**src/rtl/mem_stage_ctrl.sv**
```systemverilog
`timescale 1ns/1ps
// MEM-stage sequencer: runs the variable-latency data-memory handshake, stalls the
// upstream pipeline while an access is outstanding, and turns taken branches into redirect/flush.
module mem_stage_ctrl #(
    parameter int TIMEOUT = 16,
    parameter int DATA_W  = 32
) (
    input  logic              clk,
    input  logic              clrn,
    input  logic              MEMwmem,
    input  logic              MEMm2reg,
    input  logic [DATA_W-1:0] MEMaluResult,
    input  logic [DATA_W-1:0] MEMdi,
    input  logic [1:0]        MEMjumpType,
    input  logic [DATA_W-1:0] MEMjumpPc,
    input  logic              MEMzero,
    output logic              dmem_req,
    output logic              dmem_we,
    output logic [DATA_W-1:0] dmem_addr,
    output logic [DATA_W-1:0] dmem_wdata,
    input  logic              dmem_ack,
    input  logic [DATA_W-1:0] dmem_rdata,
    output logic [DATA_W-1:0] MEMdo,
    output logic              stall,
    output logic              wb_bubble,
    output logic              pc_redirect,
    output logic [DATA_W-1:0] redirect_pc,
    output logic              flush,
    output logic              mem_err
);

    localparam int CNT_W = $clog2(TIMEOUT) + 1;
    localparam logic [CNT_W-1:0] CNT_LAST = CNT_W'(TIMEOUT - 1);

    typedef enum logic [1:0] {IDLE, BUSY, DONE} state_t;

    state_t           state, state_nx;
    logic [CNT_W-1:0] cnt;
    logic             mem_op;
    logic             cnt_last;
    logic             taken;

    always_ff @(posedge clk or negedge clrn) begin
        if (!clrn) state <= IDLE;
        else       state <= state_nx;
    end

    always_comb begin
        mem_op   = MEMwmem | MEMm2reg;
        cnt_last = (cnt == CNT_LAST);
        state_nx = state;
        stall    = 1'b0;
        case (state)
            IDLE: begin
                stall = mem_op;
                if (mem_op) state_nx = BUSY;
            end
            BUSY: begin
                stall = 1'b1;
                if (dmem_ack || cnt_last) state_nx = DONE;
            end
            // DONE is the cycle in which EX/MEM is released; never re-arm here
            DONE:    state_nx = IDLE;
            default: state_nx = IDLE;
        endcase

        case (MEMjumpType)
            2'b01:   taken = MEMzero;
            2'b10:   taken = ~MEMzero;
            2'b11:   taken = 1'b1;
            default: taken = 1'b0;
        endcase

        wb_bubble   = stall;
        pc_redirect = taken & ~stall;
        flush       = taken & ~stall;
        redirect_pc = MEMjumpPc;
    end

    // dmem_we stays latched for the whole access, so it also marks loads at completion
    always_ff @(posedge clk or negedge clrn) begin
        if (!clrn) begin
            dmem_req   <= 1'b0;
            dmem_we    <= 1'b0;
            dmem_addr  <= '0;
            dmem_wdata <= '0;
            MEMdo      <= '0;
            mem_err    <= 1'b0;
            cnt        <= '0;
        end else begin
            case (state)
                IDLE: begin
                    if (mem_op) begin
                        dmem_addr  <= MEMaluResult;
                        dmem_wdata <= MEMdi;
                        dmem_we    <= MEMwmem;
                        dmem_req   <= 1'b1;
                        cnt        <= '0;
                    end
                end
                BUSY: begin
                    cnt <= cnt + CNT_W'(1);
                    if (dmem_ack) begin
                        if (!dmem_we) MEMdo <= dmem_rdata;
                        dmem_req <= 1'b0;
                    end else if (cnt_last) begin
                        if (!dmem_we) MEMdo <= '0;
                        mem_err  <= 1'b1;
                        dmem_req <= 1'b0;
                    end
                end
                default: ;
            endcase
        end
    end

endmodule

```
**config.mk**
```make
export PLATFORM = sky130hd
export DESIGN_NAME = mem_stage_ctrl
export DESIGN_NICKNAME = d
export VERILOG_FILES = /design/src/rtl/mem_stage_ctrl.sv
export SDC_FILE = /design/constraint.sdc
export NUM_CORES = 1
export LEC_CHECK = 0
export CAP_MARGIN = 25
export CORE_ASPECT_RATIO = 0.75
export CORE_MARGIN = 3
export CORE_UTILIZATION = 50
export DETAILED_ROUTE_END_ITERATION = 10
export DONT_BUFFER_PORTS = 1
export GPL_TIMING_DRIVEN = 0
export PLACE_DENSITY = 0.68
export SETUP_SLACK_MARGIN = 0.3
export SLEW_MARGIN = 20
export SYNTH_ARGS = -nofsm -noshare
export SYNTH_HDL_FRONTEND = slang
export SYNTH_SLANG_ARGS = --single-unit
```
**constraint.sdc**
```tcl
create_clock -name clk -period 1.7 [get_ports clk]
set_input_delay 0.34 -clock clk [delete_from_list [all_inputs] [get_ports clk]]
set_output_delay 0.34 -clock clk [all_outputs]
set_load 0.02 [all_outputs]
```
Word-level counts from Yosys, hierarchy flattened
Cells that the tools add are included.
Widths: inputs -> output; s select.
{"block": "word_totals", "output_inout_bits": 135, "ff_bits": 106, "wordCells": 49}
{"block": "classes", "n_reduce_logical": 10, "eq_ne": 10, "bitwise_logic": 5, "addsub": 1, "muxes": 15}
{"op": "$mux 32", "count": 4}
{"op": "$pmux 5 s2", "count": 1}
{"op": "$ne 2x2->1 const B", "count": 4}
{"op": "$reduce_and 2->1", "count": 3}
{"op": "$reduce_and 3->1", "count": 2}
{"op": "$add 5x1->5 const B", "count": 1}
{"op": "$eq 5x4->1 const B", "count": 1}
{"op": "$mux 5", "count": 1}
{"op": "$eq 2x1->1 const B", "count": 2}
{"op": "$eq 2x2->1 const B", "count": 2}
{"op": "$mux 2", "count": 2}
{"op": "$pmux 1 s2", "count": 2}
{"op": "$pmux 2 s2", "count": 1}
{"op": "$reduce_and 4->1", "count": 1}
{"op": "$reduce_bool 2->1", "count": 2}
{"op": "$mux 1", "count": 3}
{"op": "$ne 3x3->1 const B", "count": 1}
{"op": "$not 1->1", "count": 3}
{"op": "$pmux 1 s3", "count": 1}
{"op": "$logic_not 2->1", "count": 1}
{"op": "$and 1x1->1", "count": 1}
{"op": "$logic_or 1x1->1", "count": 1}
{"op": "$or 1x1->1", "count": 1}

Logic depth before layout (Yosys ltp)
Gate-level depths: netlist (run 1).
{"block": "logic_depth", "depth_word": 4, "mapped_depth": 7, "mapped_depth_nobuf": 6}

Least setup slack after synthesis (run 1)
Ideal clock, no wire load.
{"block": "synth_timing", "path_kind": "register to output", "startpoint": "reg state[0]", "endpoint": "out pc_redirect", "t_required_ps": 1360, "path_slack_ps": -510, "arrival_ps": 1870, "path_stages_with_launch": 5, "path_buffers": 1, "path_cell_list": "dfrtp_1 or2_1 o21ai_0 nor2_1 buf_4"}
{"block": "synth_via", "elab_chain_cells": 4, "word_cells_on_any_way": 5, "classes_between": "1 x eq/ne; 1 x mux; 2 x bitwise; 1 x reduce/logical"}
{"element": "from (decl)", "line_no": "37", "rtl": "state_t state, state_nx;"}
{"element": "from (signal assigned)", "line_no": "45", "rtl": "else state <= state_nx;"}
{"element": "$eq 2x1->1 / $logic_not 2->1 (equally long branches)", "line_no": "53", "rtl": "case (state)"}
{"element": "$pmux 1 s2 *", "line_no": "53"}
{"element": "via stall", "line_no": "24", "rtl": "output logic stall,"}
{"element": "$not 1->1 *"}
{"element": "$and 1x1->1 *"}
{"element": "to (decl)", "line_no": "26", "rtl": "output logic pc_redirect,"}
The timed path passes the listed nets; every way through them passes the cells marked *.

Worst setup path in the final report (run 1)
Same ends and word-level chain as after synthesis.

==> flow_summary.json, run 1 <==
{
  "grt_pass1_wl_um": 15700,
  "synthMostInstantiatedCell": "dfrtp_1",
  "die_h_um": 88.7,
  "gr-total-overflow": 0,
  "antenna_cells": 0,
  "syn_area_um2": 4560,
  "grt_antenna_before_repair": 0,
  "grtUsageTotal_pct": 20.2,
  "seq_area_um2": 2650,
  "nFillCells": 593,
  "whs_ns": -0.309,
  "rr_worst_depth": 9,
  "cts_made_buffers": 9,
  "critical_path.max_fanout": 5,
  "grt_setup_unrepaired": "true",
  "die-area_um2": 10300,
  "clock-root-buffer": "clkbuf_16",
  "p_leak_nw": 2.85,
  "async_flop_share_pct": 100,
  "hold_viol_final": 106,
  "coreArea_um2": 8670,
  "crit_required_ns": 1.36,
  "critPathLaunchType": "flop",
  "cp_data_arrival_time_ns": 1.60,
  "power.total_w": 0.0129,
  "fin_ws_ns": -0.245,
  "cts_tree": "yes",
  "routed_wl_um": 10900,
  "io_pins": 271,
  "clk_latency_ns": 0.34,
  "yosysTopAreaCell": "dfrtp_1",
  "ir_drop_mv": 1.11,
  "slew_violations": 0,
  "power_density_nw_per_um2": 2140,
  "wl_per_cell_um": 21.2,
  "antenna_left": 0,
  "dp_slack_ns": -0.172,
  "tns_ns": -9.40,
  "critPathCaptureType": "output pin",
  "hp-class": "in2async",
  "worst_pin_slew_ns": 0.433,
  "nets": 538,
  "synth_cell_type_count": 26,
  "cts.path.max_buffers": 2,
  "period_share_pct": 114,
  "cap_violations": 0,
  "worstSetupPathType": "reg2out",
  "grt_max_degree": 107,
  "drt_first_pass_iters": 4,
  "grt_pass1_vias": 2934,
  "synth_top_cell_area_share_pct": 58.2,
  "synth_fp_nets": 489,
  "post-dp-hpwl_um": 7350,
  "rows": 29,
  "clock-sinks": 106,
  "status": "finished, violations left",
  "vias": 2718,
  "syn_to_final_growth_pct": 31.8,
  "finClkSkew_ns": 0.0125,
  "ys_top_cells_by_count": "106 x dfrtp_1, 40 x mux2_2, 39 x buf_4",
  "violations": "hold timing, setup timing",
  "reg2reg_to": "dmem_addr[19]",
  "synth_edf_count": 0,
  "initial_core_util_pct": 52.5,
  "gp_congestion": 0.716,
  "max_freq_mhz": 514,
  "yosysWarningCount": 0,
  "place_inst": 459,
  "drive_above_1_share_pct": 43.7,
  "fp.dieW_um": 116,
  "io_buffer_count": 0,
  "synth_cells": 351,
  "post-route-min-period_ns": 1.94,
  "slew_headroom_pct": 71.1,
  "r2r_slack_ns": -0.20,
  "drtIter0Drc": 139,
  "multi_input_area_um2": 1690,
  "ys_ff_latch": 106,
  "reg2reg_from": "state[0]",
  "yosysSeqAreaShare_pct": 58.2,
  "via_per_inst": 5.30,
  "synthFlopType": "dfrtp_1",
  "fin_cells": 513,
  "synthTopCellsByArea": "dfrtp_1 58%, mux2_2 9.9%, mux2i_1 7.5%",
  "cts-htree-levels": 3,
  "finalSetupViolations": 83,
  "synth_area_per_cell_um2": 13.0,
  "drc": 0,
  "cts.clk_slew.worst_paths_ns": 0.07
}
state kept, by name, indices dropped and copies added (netlist names):
register / flops
MEMdo: 32
cnt: 5
dmem_addr: 32
dmem_req: 1
dmem_wdata: 32
dmem_we: 1
mem_err: 1
state: 2
placed cells by master (no fill, tap or decap), types with 2 or more instances in the layout:
cell type	netlist	layout
buf_16	0	8
mux2i_1	34	32
clkinv_2	0	2
clkbuf_1	3	5
buf_12	0	17
nand2_1	36	36
mux2_4	0	64
mux2i_2	0	2
buf_4	39	40
buf_6	3	16
o21ai_1	1	2
dfrtp_1	106	106
inv_1	35	35
o21ai_0	5	2
clkbuf_16	0	9
buf_8	3	2
nor2b_1	3	3
bufinv_16	0	2
o22ai_1	2	2
nor2_4	1	3
cell families after synthesis:
family                   after synthesis  share of synthesized area (%)
flip-flops                           106                           58.2
multiplexers                          99                           23.5
buffers and inverters                 84                           11.4
AND/OR/NAND/NOR                       49                           4.83
AO/OA/AOI/OAI                         10                           1.29
adder cells (fa/ha/maj)                2                          0.549
XOR/XNOR                               1                          0.192
power breakdown:
part | switching [W] | leakage, nW | total, W | internal, W
Clock | 0.000887 | 0.153 | 0.00218 | 0.00129
Sequential | 0.00230 | 1.29 | 0.00598 | 0.00368
Combinational | 0.00159 | 1.41 | 0.00470 | 0.00310
through the flow:
step	cell area, µm²	util [%]
CTS	5910	68.2
global route	6010	69.3
detailed placement	4910	56.6
floorplan	4770	-
finish	6010	69.3
global placement	4910	56.6
cell type report:
| class | count | share of cell area, % |
|---|---|---|
| clock inverter | 5 | 1.31 |
| inverter | 35 | 2.19 |
| clock buffer | 11 | 3.87 |
| buffer | 49 | 7.94 |
| tap | 108 | 2.25 |
| timing repair buffer | 38 | 10.2 |
| sequential | 106 | 44.2 |
| multi-input combinational | 161 | 28.1 |
how the worst max path moves through the flow:
stage / startpoint / cells after the start / to / slack, ns
after floorplan: cnt[0] / 7 / MEMdo[10] / 0.07
after global routing: state[1] / 4 / pc_redirect / -0.32
after CTS: state[0] / 4 / pc_redirect / -0.29
after global placement: cnt[0] / 7 / MEMdo[15] / -0.12
final: state[0] / 4 / pc_redirect / -0.24
after detailed placement: cnt[0] / 7 / MEMdo[4] / -0.17
timing repair:
| action | in CTS | in global routing |
|---|---|---|
| gates cloned | 8 | 0 |
| endpoints found under the setup margin | 107 | 107 |
| resized for setup | 57 | 9 |
| endpoints found under the hold margin | 106 | 106 |
| pin swaps | 9 | 6 |
| buffers inserted | 24 | 6 |
layer usage:
metal  vias up  track usage [%]  share of wire (%)
li1       1209                -                  -
met3        14             8.13                9.7
met1      1350             22.4                 36
met5         -                0                  0
met2       145             35.7                 53
met4         0             6.64                1.3
worst max-delay path: stages, from the launching register on:
cell	delay, ns
dfrtp_1	0.38
or2_4	0.27
o21ai_4	0.34
nor2_4	0.11
buf_6	0.16
(Power assumes the default switching activity.)
==> inputs of run 2 (changes only) <==
--- a/constraint.sdc
+++ b/constraint.sdc
@@ -3,2 +3,2 @@
 set_output_delay 0.34 -clock clk [all_outputs]
-set_load 0.02 [all_outputs]
+set_load 0.05 [all_outputs]
==> flow_summary.json, run 2 (same netlist as run 1, synthesis figures left out) <==
{
  "status": "finished, violations left",
  "violations": "hold timing, setup timing",
  "gr-total-overflow": 0,
  "rows": 29,
  "finClkSkew_ns": 0.00632,
  "crit_chain": "or2_4 -> o21ai_4 -> nor2_4 -> buf_6",
  "tns_ns": -3.84,
  "placedInstanceArea_um2": 4910,
  "io_buffer_count": 0,
  "worstSetupPathType": "reg2out",
  "grtUsageTotal_pct": 20.2,
  "worst_pin_slew_ns": 0.608,
  "finalSetupViolations": 77,
  "combPwrFrac_pct": 32.7,
  "die_h_um": 88.7,
  "seqPwrFrac_pct": 54.5,
  "cap_violations": 0,
  "period_share_pct": 131,
  "drive_above_1_share_pct": 44.3,
  "fp.dieW_um": 116,
  "final_cell_mix": "105 x dfrtp_1, 65 x mux2_4, 43 x buf_4",
  "routed_wl_um": 10800,
  "antenna_left": 0,
  "clock-root-buffer": "clkbuf_16",
  "p_clk_share_pct": 12.8,
  "drt_first_pass_iters": 4,
  "critPathLaunchType": "flop",
  "cp_num_buf_inv": 1,
  "wl_per_cell_um": 21.1,
  "whs_ns": -0.308,
  "cts.clk_slew.worst_paths_ns": 0.07,
  "mostFrequentLayoutCell": "dfrtp_1",
  "drtIter0Drc": 108,
  "coreArea_um2": 8670,
  "fin_ws_ns": -0.519,
  "cts_made_buffers": 9,
  "crit_required_ns": 1.36,
  "clock-sinks": 106,
  "crit_path_max_incr_delay_ns": 0.49,
  "p_leak_nw": 2.86,
  "design_area_um2": 6040,
  "via_per_inst": 5.23,
  "drc": 0,
  "crit_slowest_cell": "o21ai_4",
  "reg_top3": "MEMdo (32), dmem_addr (32), dmem_wdata (32)",
  "hp-class": "in2async",
  "syn_to_final_growth_pct": 32.6,
  "die-area_um2": 10300,
  "hold_viol_final": 106,
  "max_freq_mhz": 451,
  "power_density_nw_per_um2": 2580,
  "cell_internal_pwr_w": 0.00798,
  "grt_setup_unrepaired": "true",
  "grt_max_degree": 107,
  "slew_violations": 0,
  "critPathCaptureType": "output pin",
  "net-switching-power_w": 0.00760,
  "swShare_pct": 48.8,
  "vias": 2687,
  "grt_antenna_before_repair": 0,
  "post-dp-hpwl_um": 7230,
  "nets": 540,
  "crit_family": "compound AO/OA/AOI/OAI gates",
  "gp_congestion": 0.723,
  "ir_drop_mv": 1.44,
  "slew_headroom_pct": 59.3,
  "io_pins": 271,
  "grt_pass1_wl_um": 15600,
  "clk_latency_ns": 0.34,
  "antenna_cells": 0,
  "initial_core_util_pct": 52.5,
  "post-route-min-period_ns": 2.22,
  "critical_path.max_fanout": 5,
  "cts-htree-levels": 3,
  "cp_data_arrival_time_ns": 1.88,
  "grt_pass1_vias": 2856,
  "cts_tree": "yes",
  "cts.path.max_buffers": 2
}
run 2: cell count changes in the layout (fill, tap and decap cells not counted), sizes merged:
cell,change
buf,+2
bufinv,-2
clkbuf,+1
clkinv,-1
inv,+1
run 2: metal layers:
| layer | up-vias | share of wire, % | track usage (%) |
|---|---|---|---|
| met5 | - | 0 | 0 |
| met2 | 149 | 51 | 34.6 |
| met3 | 10 | 11 | 9.36 |
| met4 | 0 | 1.2 | 5.16 |
| met1 | 1313 | 37 | 23.1 |
| li1 | 1215 | - | - |
run 2: power groups by stage:
stage / clock network, W / logic, W / registers [W]
detailed placement: 0 / 0.00335 / 0.00854
floorplan: 0 / 0.00298 / 0.00822
global route: 0.00215 / 0.00541 / 0.00865
CTS: 0.00203 / 0.00490 / 0.00851
global placement: 0 / 0.00325 / 0.00852
finish: 0.00199 / 0.00510 / 0.00849
run 2: timing repair:
action / CTS / global route
gates resized for setup: 57 / 4
endpoints found under the hold margin: 106 / 106
gates cloned: 8 / 0
endpoints found under the setup margin: 110 / 108
pin swaps: 5 / 4
buffers inserted: 24 / 8
run 2: final cells by class:
class                   instances  area, µm²
clock inverters                 3       22.5
clock buffers                  12        267
plain buffers                  49        485
flip-flops and latches        106       2650
repair buffers                 40        657
well taps                     108        135
multi-input cells             161       1690
inverters                      35        131
fillers                       592       2630
run 2: worst register-to-register path, delay by kind of cell (launching register included):
kind | cells | cell delay [ns]
buf+inv | 4 | 0.54
flops | 1 | 0.40
simple gates | 2 | 0.40
mux | 1 | 0.30
run 2: path summary, 6_finish.rpt:
| check | start | endpoint | slack [ns] | depth (start not counted) |
|---|---|---|---|---|
| max | state[0] | pc_redirect | -0.52 | 4 |
| min | clrn | dmem_addr[21] | -0.31 | 0 |
| max reg2reg | state[0] | dmem_addr[30] | -0.06 | 7 |
| min reg2reg | cnt[4] | cnt[4] | 0.56 | 2 |
| max in group asynchronous | clrn | dmem_we | 1.85 | 0 |
| min in group clk | dmem_rdata[23] | MEMdo[23] | 0.14 | 2 |
run 2: stage by stage:
step	instances	power (W)	worst slack (ns)	util (%)	hold slack, ns
floorplan	351	0.0112	-0.0337	-	0.0444
global placement	459	0.0118	-0.172	56.7	0.0466
detailed placement	459	0.0119	-0.187	56.7	0.0467
CTS	506	0.0154	-0.549	68.7	-0.320
global route	514	0.0162	-0.590	69.7	-0.330
finish	514	0.0156	-0.519	69.7	-0.308
==> inputs of run 3 (changes only) <==
- CAP_MARGIN: 25 -> default
- CTS_CLUSTER_SIZE: default -> 24
==> results of run 3 <==
The final DEF is identical to that of run 2; final timing and power are the same.
==> edit: new RTL, settings of run 3 <==
Change the parameter `TIMEOUT` from 16 to 32.
--- a/src/rtl/mem_stage_ctrl.sv
+++ b/src/rtl/mem_stage_ctrl.sv
@@ -4,3 +4,3 @@
 module mem_stage_ctrl #(
-    parameter int TIMEOUT = 16,
+    parameter int TIMEOUT = 32,
     parameter int DATA_W  = 32
Function: no difference found for any inputs over 4 cycles, from zero or initial values; that may be too few to reach the edited logic, so the function may still have changed.
==> edit against run 3 <==
  * The flow still finishes with violations (negative hold slack, negative setup slack)
  * Worst hold slack gained 0.0024 ns
  * Wire length grew 14%
  * Sequential power grew 6.0%
  * Total power grew 8.2%
  * Final area grew 2.7%
  * Synthesized area grew 1.0%
  * Synthesized cell count grew 4.3%
  * Setup slack gained 0.25 ns
  * Sequential cell count grew 1
  * Fmax grew 13%
  * Clock skew shrank 0.00053 ns
  * Largest power group unchanged
==> edit: results (changes against run 3) <==
[run_status]
status=complete, but fails checks
violations=negative hold slack, negative setup slack

[power_and_ir_drop]
power.leakage_nw=2.79  ; -2.7%
p_per_area_nw_per_um2=2720  ; +5.4%
peakVddDrop_mv=1.44  ; -0.34%
seq-power_mw=9.00  ; +6.0%
swShare_pct=49.0  ; +0.24 points
p_comb_share_pct=33.6  ; +0.9 points

[route]
wl_met3_mm=1.24  ; +7.7%
wire_per_inst_um=23.3  ; +11%
dr.pass1.iters=6  ; +2
drtIter0Drc=235  ; +120%
wl_met2_mm=6.44  ; +16%
drt-met1-wl_mm=4.51  ; +13%

[grt]
gr-usage-met1_pct=24.0  ; +0.94 points
met2_usage_pct=35.0  ; +0.37 points
use_met3_pct=8.46  ; -0.91 points
grt_start_max_net_pins=108  ; +0.93%
grt_pass1_vias=2937  ; +2.8%
grt_pass1_wl_mm=16.1  ; +3.3%
grt.total_usage_pct=20.4  ; +0.28 points

[logic_synthesis]
synth_cells=366  ; +4.3%
synthAdderAreaFrac_pct=0.272  ; -0.28 points
ys_top_cells_by_area=dfrtp_1 (58%), mux2_2 (16%), buf_4 (6.2%)
synth_fp_nets=503  ; +2.9%
synth-compound-area-share_pct=10.8  ; +9.5 points
ys_top_cells_by_count=dfrtp_1 (107), mux2_2 (65), buf_4 (38), nand2_1 (36), o21ai_1 (30)
synth_xor_area_share_pct=0.190  ; -0.0019 points

[sta]
clock_skew_ns=0.00579  ; -0.000530 ns
relSlewSlack_pct=63.3  ; +4.0 points
hold_viol_final=107  ; +0.94%
timing.final.ws_setup_ns=-0.264  ; +0.254 ns
whs_ns=-0.305  ; +0.00237 ns
tns_ns=-4.18  ; -0.339 ns
finalSetupViolCount=96  ; +25%

[placed_design]
dp_slack_ns=-0.220  ; -0.0331 ns
hpwl_mm=7.90  ; +9.3%
place.gp.congestion=0.732  ; +1.2%
dpl_cell_area_um2=4860  ; -0.99%

[clocking]
cts_setup_buffers=13  ; -46%
post_cts_resized=32  ; -44%
clk_pin_slew_worst_paths_ns=0.07  ; about the same

[setup_path]
crit_slowest_cell=a21oi_4
startpoint=state[1]$_DFFE_PN0P_
crit_path_max_fanout=6  ; +1
critPathArrivalTime_ns=1.62  ; -0.26 ns
slowest_delay_ns=0.45  ; -0.04 ns

[layout]
drive_gt1_share_pct=53.8  ; +9.5 points
n_antenna_cell=0  ; unchanged

edit: path summary, 6_finish.rpt:
| path | end | slack, ns | depth (start not counted) |
|---|---|---|---|
| min reg2reg | cnt[5]$_DFFE_PN0P_ | 0.50 | 1 |
| max in group asynchronous | dmem_wdata[13]$_DFFE_PN0P_ | 1.83 | 0 |
| min in group clk | state[0]$_DFFE_PN0P_ | 0.08 | 1 |
| max reg2reg | MEMdo[18]$_DFFE_PN0P_ | -0.08 | 7 |
| min | MEMdo[20]$_DFFE_PN0P_ | -0.31 | 0 |
| max | pc_redirect | -0.26 | 3 |
edit: layout make-up:
| class | instances | area [µm²] |
|---|---|---|
| multi-input cells | 198 | 2000 |
| flip-flops and latches | 107 | 2680 |
| repair buffers | 40 | 539 |
| inverters | 5 | 18.8 |
| well taps | 108 | 135 |
| clock inverters | 4 | 56.3 |
| plain buffers | 56 | 508 |
| clock buffers | 12 | 267 |
| fillers | 586 | 2500 |
